--- config.mk ---
export PLATFORM = sky130hd
export DESIGN_NAME = mod_demodulator
export DESIGN_NICKNAME = d
export VERILOG_FILES = /design/src/rtl/lab5_pkg.sv /design/src/rtl/demod_accum.sv /design/src/rtl/mod_demodulator.sv
export SDC_FILE = /design/constraint.sdc
export NUM_CORES = 1
export LEC_CHECK = 0
export CAP_MARGIN = 20
export CELL_PAD_IN_SITES_DETAIL_PLACEMENT = 2
export CELL_PAD_IN_SITES_GLOBAL_PLACEMENT = 2
export CORE_MARGIN = 2
export CORE_UTILIZATION = 25
export CTS_CLUSTER_SIZE = 14
export DETAILED_ROUTE_END_ITERATION = 12
export PLACE_DENSITY = 0.58
export SLEW_MARGIN = 20
export SYNTH_ARGS = -nofsm -noshare
export SYNTH_HDL_FRONTEND = slang
export SYNTH_SLANG_ARGS = --single-unit
--- constraint.sdc ---
create_clock -name clk -period 6.3 [get_ports clk]
set_input_delay 1.26 -clock clk [delete_from_list [all_inputs] [get_ports clk]]
set_output_delay 1.26 -clock clk [all_outputs]
set_load 0.02 [all_outputs]
--- src/rtl/lab5_pkg.sv ---
// Shared definitions for the lab 5 signal path: modulation select codes,
// sample width and the demodulator state encoding.
package lab5_pkg;

  localparam int SAMPLE_W = 12;

  localparam logic [3:0] MOD_ASK  = 4'd0;
  localparam logic [3:0] MOD_BPSK = 4'd2;

  typedef enum logic [1:0] {
    IDLE  = 2'd0,
    SYNC  = 2'd1,
    INTEG = 2'd2
  } demod_state_t;

endpackage

--- src/rtl/demod_accum.sv ---
// Per-sample term generation (magnitude for ASK, product for BPSK), the two
// symbol accumulators and the sample counter.
module demod_accum
  import lab5_pkg::*;
#(
  parameter int ACC_W = 40,
  parameter int CNT_W = 13
) (
  input  logic                       clk,
  input  logic                       rst_n,
  input  logic                       ask_mode,
  input  logic                       clear,
  input  logic                       load,
  input  logic                       add,
  input  logic signed [SAMPLE_W-1:0] mod_in,
  input  logic signed [SAMPLE_W-1:0] sin_ref,
  output logic signed [ACC_W-1:0]    acc_a,
  output logic signed [ACC_W-1:0]    acc_b,
  output logic [CNT_W-1:0]           cnt
);

  logic [SAMPLE_W:0]             abs_mod;
  logic [SAMPLE_W:0]             abs_sin;
  logic signed [2*SAMPLE_W-1:0]  prod;
  logic signed [ACC_W-1:0]       term_a;
  logic signed [ACC_W-1:0]       term_b;

  // Magnitudes are one bit wider so that -2048 maps to +2048.
  always_comb begin
    abs_mod = mod_in[SAMPLE_W-1] ? (~{mod_in[SAMPLE_W-1], mod_in}) + (SAMPLE_W+1)'(1)
                                 : {1'b0, mod_in};
    abs_sin = sin_ref[SAMPLE_W-1] ? (~{sin_ref[SAMPLE_W-1], sin_ref}) + (SAMPLE_W+1)'(1)
                                  : {1'b0, sin_ref};
    prod    = mod_in * sin_ref;
    if (ask_mode) begin
      term_a = {{(ACC_W-SAMPLE_W-1){1'b0}}, abs_mod};
      term_b = {{(ACC_W-SAMPLE_W-1){1'b0}}, abs_sin};
    end else begin
      term_a = {{(ACC_W-2*SAMPLE_W){prod[2*SAMPLE_W-1]}}, prod};
      term_b = '0;
    end
  end

  always_ff @(posedge clk or negedge rst_n) begin
    if (!rst_n) begin
      acc_a <= '0;
      acc_b <= '0;
      cnt   <= '0;
    end else if (clear) begin
      acc_a <= '0;
      acc_b <= '0;
      cnt   <= '0;
    end else if (load) begin
      acc_a <= term_a;
      acc_b <= term_b;
      cnt   <= CNT_W'(1);
    end else if (add) begin
      acc_a <= acc_a + term_a;
      acc_b <= acc_b + term_b;
      cnt   <= cnt + CNT_W'(1);
    end
  end

endmodule

--- src/rtl/mod_demodulator.sv ---
// Coherent ASK/BPSK demodulator: symbol-synchronous integrate-and-decide with
// bit/error counters against the transmitted LFSR bit.
//
// state | meaning
// IDLE  | mod_sel unsupported, accumulators held at zero
// SYNC  | waiting for sym_strobe, partial symbol discarded
// INTEG | accumulating samples, decide on the next strobe
module mod_demodulator
  import lab5_pkg::*;
#(
  parameter int MAX_SAMPLES = 4096,
  parameter int ACC_W       = 40
) (
  input  logic                clk,
  input  logic                rst_n,
  input  logic [3:0]          mod_sel,
  input  logic [SAMPLE_W-1:0] mod_in,
  input  logic [SAMPLE_W-1:0] sin_ref,
  input  logic                sym_strobe,
  input  logic                lfsr_ref,
  input  logic                clr_cnt,
  output logic                bit_out,
  output logic                bit_valid,
  output logic                bit_err,
  output logic                overrun,
  output logic [15:0]         bit_cnt,
  output logic [15:0]         err_cnt
);

  localparam int CNT_W = $clog2(MAX_SAMPLES + 1);

  demod_state_t            state, state_nxt;
  logic [3:0]              sel_q;
  logic                    ref_bit;
  logic                    sel_ok, sel_chg, ask_mode;
  logic                    acc_clear, acc_load, acc_add, decide, ovr;
  logic signed [ACC_W-1:0] acc_a, acc_b;
  logic [CNT_W-1:0]        cnt;
  logic [ACC_W:0]          ask_lhs, ask_rhs;
  logic                    dec_bit;

  assign sel_ok   = (mod_sel == MOD_ASK) || (mod_sel == MOD_BPSK);
  assign sel_chg  = (mod_sel != sel_q);
  assign ask_mode = (mod_sel == MOD_ASK);

  demod_accum #(
    .ACC_W (ACC_W),
    .CNT_W (CNT_W)
  ) u_accum (
    .clk      (clk),
    .rst_n    (rst_n),
    .ask_mode (ask_mode),
    .clear    (acc_clear),
    .load     (acc_load),
    .add      (acc_add),
    .mod_in   (mod_in),
    .sin_ref  (sin_ref),
    .acc_a    (acc_a),
    .acc_b    (acc_b),
    .cnt      (cnt)
  );

  // ASK accumulators are never negative, so an unsigned compare is exact.
  assign ask_lhs = {acc_a, 1'b0};
  assign ask_rhs = {1'b0, acc_b};
  assign dec_bit = ask_mode ? (ask_lhs > ask_rhs) : ~acc_a[ACC_W-1];

  always_comb begin
    state_nxt = state;
    acc_clear = 1'b0;
    acc_load  = 1'b0;
    acc_add   = 1'b0;
    decide    = 1'b0;
    ovr       = 1'b0;
    case (state)
      IDLE: begin
        acc_clear = 1'b1;
        if (sel_ok) state_nxt = SYNC;
      end
      SYNC: begin
        if (!sel_ok) begin
          state_nxt = IDLE;
          acc_clear = 1'b1;
        end else if (sym_strobe) begin
          state_nxt = INTEG;
          acc_load  = 1'b1;
        end else begin
          acc_clear = 1'b1;
        end
      end
      INTEG: begin
        if (!sel_ok) begin
          state_nxt = IDLE;
          acc_clear = 1'b1;
        end else if (sel_chg) begin
          state_nxt = SYNC;
          acc_clear = 1'b1;
        end else if (sym_strobe) begin
          decide   = 1'b1;
          acc_load = 1'b1;
        end else if (cnt == CNT_W'(MAX_SAMPLES)) begin
          ovr       = 1'b1;
          acc_clear = 1'b1;
          state_nxt = SYNC;
        end else begin
          acc_add = 1'b1;
        end
      end
      default: begin
        state_nxt = IDLE;
        acc_clear = 1'b1;
      end
    endcase
  end

  always_ff @(posedge clk or negedge rst_n) begin
    if (!rst_n) begin
      state     <= IDLE;
      sel_q     <= '0;
      ref_bit   <= 1'b0;
      bit_out   <= 1'b0;
      bit_valid <= 1'b0;
      bit_err   <= 1'b0;
      overrun   <= 1'b0;
      bit_cnt   <= '0;
      err_cnt   <= '0;
    end else begin
      state     <= state_nxt;
      sel_q     <= mod_sel;
      bit_valid <= decide;
      overrun   <= ovr;
      if (acc_load) ref_bit <= lfsr_ref;
      if (decide) begin
        bit_out <= dec_bit;
        bit_err <= dec_bit ^ ref_bit;
      end
      if (clr_cnt) begin
        bit_cnt <= '0;
        err_cnt <= '0;
      end else if (decide) begin
        if (bit_cnt != 16'hFFFF) bit_cnt <= bit_cnt + 16'd1;
        if ((dec_bit ^ ref_bit) && (err_cnt != 16'hFFFF)) err_cnt <= err_cnt + 16'd1;
      end
    end
  end

endmodule

### Yosys cells after proc, flatten, opt, wreduce, memory -nomap -nowiden

Index checks and enable logic that the tools add are counted.

| word-level totals | value |
|---|---|
| bits in registers | 136 |
| input bits | 33 |
| logic and storage cells | 96 |

| operators by class | value |
|---|---|
| multiplexer cells | 49 |
| reductions and logical operators | 11 |
| magnitude comparators | 1 |
| multiply operators | 1 |
| equal/unequal tests | 11 |
| $add $sub $neg | 7 |
| bitwise operators | 4 |

Operator list:

| cell | count |
|---|---|
| $mux W40 | 7 |
| $mux W16 | 6 |
| $mux W13 | 6 |
| $gt A41 B40 Y1 | 1 |
| $add A40 B14 Y40 | 1 |
| $add A40 B40 Y40 | 1 |
| $add A13 B1 Y13 const B | 3 |
| $add A16 B1 Y16 const B | 2 |
| $ne A16 B16 Y1 const B | 2 |
| $not A13 Y13 | 2 |
| $mul A12 B12 Y24 | 1 |
| $mux W1 | 20 |
| $mux W2 | 7 |
| $eq A13 B13 Y1 const B | 1 |
| $ne A4 B4 Y1 const B | 2 |
| $pmux W2 S3 | 1 |
| $reduce_bool A2 Y1 | 3 |
| $eq A4 B2 Y1 const B | 1 |
| $logic_not A4 Y1 | 1 |
| $ne A4 B4 Y1 | 1 |
| $pmux W1 S2 | 2 |
| $reduce_and A2 Y1 | 2 |
| $reduce_and A4 Y1 | 1 |
| $ne A3 B3 Y1 const B | 1 |
| 9 further kinds | 9 |

### Logic depth before layout (Yosys ltp)

| logic depth | value |
|---|---|
| depth after elaboration | 9 |
| depth in mapped cells | 31 |
| mapped depth without buffers | 30 |

### By module

Synthesis repeated with hierarchy kept, for this count alone.

| unflattened totals | value |
|---|---|
| cell total of the unflattened synthesis | 1,979 |
| area total of the unflattened synthesis | 16,707.3 um2 |

By module, submodules not included:

| module | cells each | seq. area each (um2) | area each (um2) | times used |
|---|---|---|---|---|
| demod_accum | 1,589 | 2,327.2 | 13,173.9 | 1 |
| mod_demodulator | 390 | 1,076.0 | 3,533.4 | 1 |

### Worst setup path after synthesis

No wires, ideal clock.

| timing path | value |
|---|---|
| path type | input -> register |
| from | input port mod_in[11] |
| to | register u_accum.acc_a[39] |
| buffers on the path | 2 |
| data required time | 6.152 ns |
| data arrival time | 8.653 ns |
| stages | 30 |
| setup time | 0.148 ns |
| setup slack | -2.501 ns |
| cell sequence | clkbuf_1 -> clkbuf_1 -> and2_1 -> fa_1 -> ha_1 -> inv_1 -> fa_1 -> inv_1 -> fa_1 -> inv_1 -> fa_1 -> inv_1 -> ha_1 -> nand3_1 -> a21oi_1 -> a221oi_1 -> o31a_1 -> a31oi_1 -> mux2i_1 -> inv_1 -> ha_1 -> a21oi_1 -> nor2b_1 -> o21ai_0 -> nor4b_1 -> o32a_1 -> a211oi_1 -> nor4_1 -> a2111oi_0 -> o211ai_1 |

| on the way | value |
|---|---|
| cells in the longest elaborated chain, start to end | 8 |

Ends and longest elaborated chain:

| item | line | source |
|---|---|---|
| start: declaration | mod_demodulator.sv:17 | `input logic [SAMPLE_W-1:0] mod_in,` |
| branches (longest 3 deep; another with $mul A12 B12 Y24) | -- |  |
| $mux W40 * | demod_accum.sv:35 | `if (ask_mode) begin` |
| $add A40 B40 Y40 | demod_accum.sv:58 | `acc_a <= acc_a + term_a;` |
| $mux W40 | demod_accum.sv:57 | `end else if (add) begin` |
| $mux W40 * | demod_accum.sv:53 | `end else if (load) begin` |
| $mux W40 * | demod_accum.sv:49 | `end else if (clear) begin` |
| end signal: assignment | demod_accum.sv:54 | `acc_a <= term_a;` |
| end signal: assignment | demod_accum.sv:58 |  |
| end: declaration | demod_accum.sv:17 | `output logic signed [ACC_W-1:0] acc_a,` |

Every way passes the cells marked *. The select of a mux whose other input is x is not followed.
A chain may end at the register's enable or synchronous reset.

### Final worst setup path

| timing path | value |
|---|---|
| from | input port sin_ref[7] |
| to | register u_accum.acc_a[39] |

| on the way | value |
|---|---|
| cells in the longest elaborated chain, start to end | 6 |

Ends and longest elaborated chain:

| item | line | source |
|---|---|---|
| start: declaration | mod_demodulator.sv:18 | `input logic [SAMPLE_W-1:0] sin_ref,` |
| $mul A12 B12 Y24 * | demod_accum.sv:34 | `prod = mod_in * sin_ref;` |
| $mux W40 * | demod_accum.sv:35 |  |
| $add A40 B40 Y40 | demod_accum.sv:58 |  |
| $mux W40 | demod_accum.sv:57 |  |
| $mux W40 * | demod_accum.sv:53 |  |
| $mux W40 * | demod_accum.sv:49 |  |

Mark *: on every way between the ends. The rest lies on a longest branch, timed or not. The select of a mux whose other input is x is not followed.

==> flow_summary.toml <==
[global_route]
grt_pass1_vias = 18400
grt_overflow_total = 0
antenna_found_initial = 1
grt_pass1_wl_mm = 104
grt_max_degree = 87
track_usage_pct = 19.5

[timing]
rsz0062_at_grt = "yes"
fin_worst_skew_ps = 15.4
final_hold_viol_count = 0
fin_crit_ps = 7890
finalMaxSlewViolations = 0
finalSetupTns_ps = -31500
whs_ps = 505
clock.fmax_mhz = 127
finalSetupViolCount = 28
finalCritPeriodShare_pct = 125
fin_ws_ps = -1590
worst_pin_slew_ps = 911
relSlewSlack_pct = 37.5

[yosys]
synth_edf_count = 0
async_flop_share_pct = 100
yosysMostFrequentCell = "inv_1"
synth-simple-area-share_pct = 18.7
syn_inst = 1953
synth_area_per_cell_sq_um = 8.37
yosysSeqAreaShare_pct = 20.8
synth_xor_area_share_pct = 6.58
ys_top_cells_by_count = "inv_1, nand2_1, nor2_1"
synth_top_cell_area_share_pct = 20.8
synth_compound_area_share_pct = 16.0
yosys_warnings = 0
yosys.cell_types.count = 68
synth_area_sq_um = 16300
ys_ff_latch = 136
synthAdderAreaFrac_pct = 28.9
yosys_most_used_dff = "dfrtp_1"
synth_top_family_by_area = "adder cells"
yosys-mux-area-fraction_pct = 1.28
synth_nets = 2280
ys_top_cells_by_area = "dfrtp_1, fa_1, ha_1, inv_1, nand2_1"
yosys.area.top_type = "dfrtp_1"

[floorplanning]
boundaryPins = 69
row_count = 93
die_h_microns = 260
die-area_sq_um = 67500
start_util_pct = 25.3
core_area_sq_um = 64600
die_x_microns = 260

[critical_path]
slowest_stage = "fa_1"
crit_fanout = 6
crit_path_end_kind = "flip-flop"
worst_ep_arrival_time_ps = 8200
cpMostUsedCell = "fa_1"
critPathRequiredTime_ps = 6610
critPathKind = "input port to flip-flop"
critPathLaunchType = "input port"
slowest_delay_ps = 520

[routing]
route.vias.total = 15700
viasPerCell = 4.88
drt-wirelength-per-cell_microns = 20.3
drc = 0
ant_nets = 0
firstDrtPassIters = 4
drtIter0Drc = 485
drt_wl_total_mm = 65.1

[run_status]
violations = "negative setup slack"
status = "finished, violations left"

[layout]
nets = 2670
final_util_pct = 36.5
drive_gt1_share_pct = 33.2
area_delta_synth_final_pct = 44.1

[clocking]
cts_tree = "done"
insertion_delay_ps = 450
holdBufCountCts = 0
tritoncts.num_buffers = 17
cts_root_buf = "clkbuf_16"
clock_sinks = 136
htree_levels = 4
clkTransAtPathRegs_ps = 70
clock_path_buffers = 2

[worst_hold_path]
holdCritPathClass = "flip-flop to flip-flop"

[place]
port_buffers = 68
gp_congestion = 0.806
hpwl_mm = 47.3

[run]
cap_viol_max_count = 0
-- path summary, 6_finish.rpt --
kind,start,end,slack (ps),depth (start not counted)
setup / recovery,sin_ref[7],u_accum.acc_a[39]$_DFFE_PN0P_,-1590,32
hold / removal,bit_err$_DFFE_PN0P_,bit_err$_DFFE_PN0P_,500,2
setup reg to reg,u_accum.acc_b[36]$_DFFE_PN0P_,err_cnt[9]$_DFFE_PN0P_,2280,11
hold reg to reg,bit_err$_DFFE_PN0P_,bit_err$_DFFE_PN0P_,500,2
max in group asynchronous,rst_n,err_cnt[14]$_DFFE_PN0P_,4080,2
min in group asynchronous,rst_n,bit_cnt[9]$_DFFE_PN0P_,880,1
-- worst max-delay path: cells and delay by family --
| kind | cells | cell delay [ps] |
|---|---|---|
| mux | 1 | 330 |
| compound gates | 11 | 2150 |
| buf+inv | 10 | 900 |
| simple gates | 3 | 500 |
| fa+ha+maj | 7 | 3020 |
-- sequential cells by signal, summed over array words and instances, names as in the netlist --
name and cells:
bit_valid 1, u_accum.cnt 13, bit_out 1, bit_err 1, sel_q 4, bit_cnt 16
ref_bit 1, err_cnt 16, overrun 1, u_accum.acc_b 40, state 2, u_accum.acc_a 40
-- per-stage QoR --
step | setup slack, ps | std cells | cell area (sq um)
after detailed placement | -2760 | 3061 | 20400
after global placement | -2500 | 3061 | 20400
after CTS | -1560 | 3179 | 22800
final | -1590 | 3211 | 23600
after floorplan | -1570 | 1953 | 17200
after global routing | -1850 | 3210 | 23600
-- layer usage --
layer	wire length [microns]	vias to the layer above	global-route usage, %	part of all wire [%]
li1	-	7340	-	-
met1	28400	8053	24.2	44
met2	33700	182	35.8	52
met3	1590	85	1.86	2.4
met4	1510	0	5.16	2.3
met5	0	-	0	0
-- cells by family after synthesis --
group           after synthesis
xor+xnor                    122
buf+inv                     331
flops                       136
other cells                   1
compound gates              404
fa+ha+maj                   294
mux                          20
simple gates                645
-- repair_timing --
action | CTS | global route
endpoints found under the setup margin | 31 | 31
buffers inserted | 88 | 43
pin swaps | 155 | 126
gates resized for setup | 404 | 149
cloned | 3 | 0
-- layout by cell type (no fill, tap or decap), types with 41 or more instances in the layout --
cell type        netlist  routed
o21ai_0               91      54
nor2_1               156     135
inv_1                257     205
clkdlybuf4s50_1        0      43
a21oi_1              117      77
inv_2                  0      47
dfrtp_1              136     136
xnor2_1               74      65
fa_1                 140     123
buf_6                  0      75
nand2_1              227     186
buf_4                  0     292
xor2_1                47      41
ha_1                 154     110
-- area by class of cell --
cell class                      instances  area [sq um]
Tap cell                              855          1070
Clock buffer                           20           447
Inverter                              257           992
Timing Repair inverter                  1          11.3
Clock inverter                         11           101
Fill cell                            7071         41000
Multi-Input combinational cell       1486         13500
Sequential cell                       136          3400
Timing Repair Buffer                  444          4020
Antenna cell                            1          2.50
Power is not shown: default switching activity piles up to over one toggle a cycle in this logic, so the estimate is an artifact.
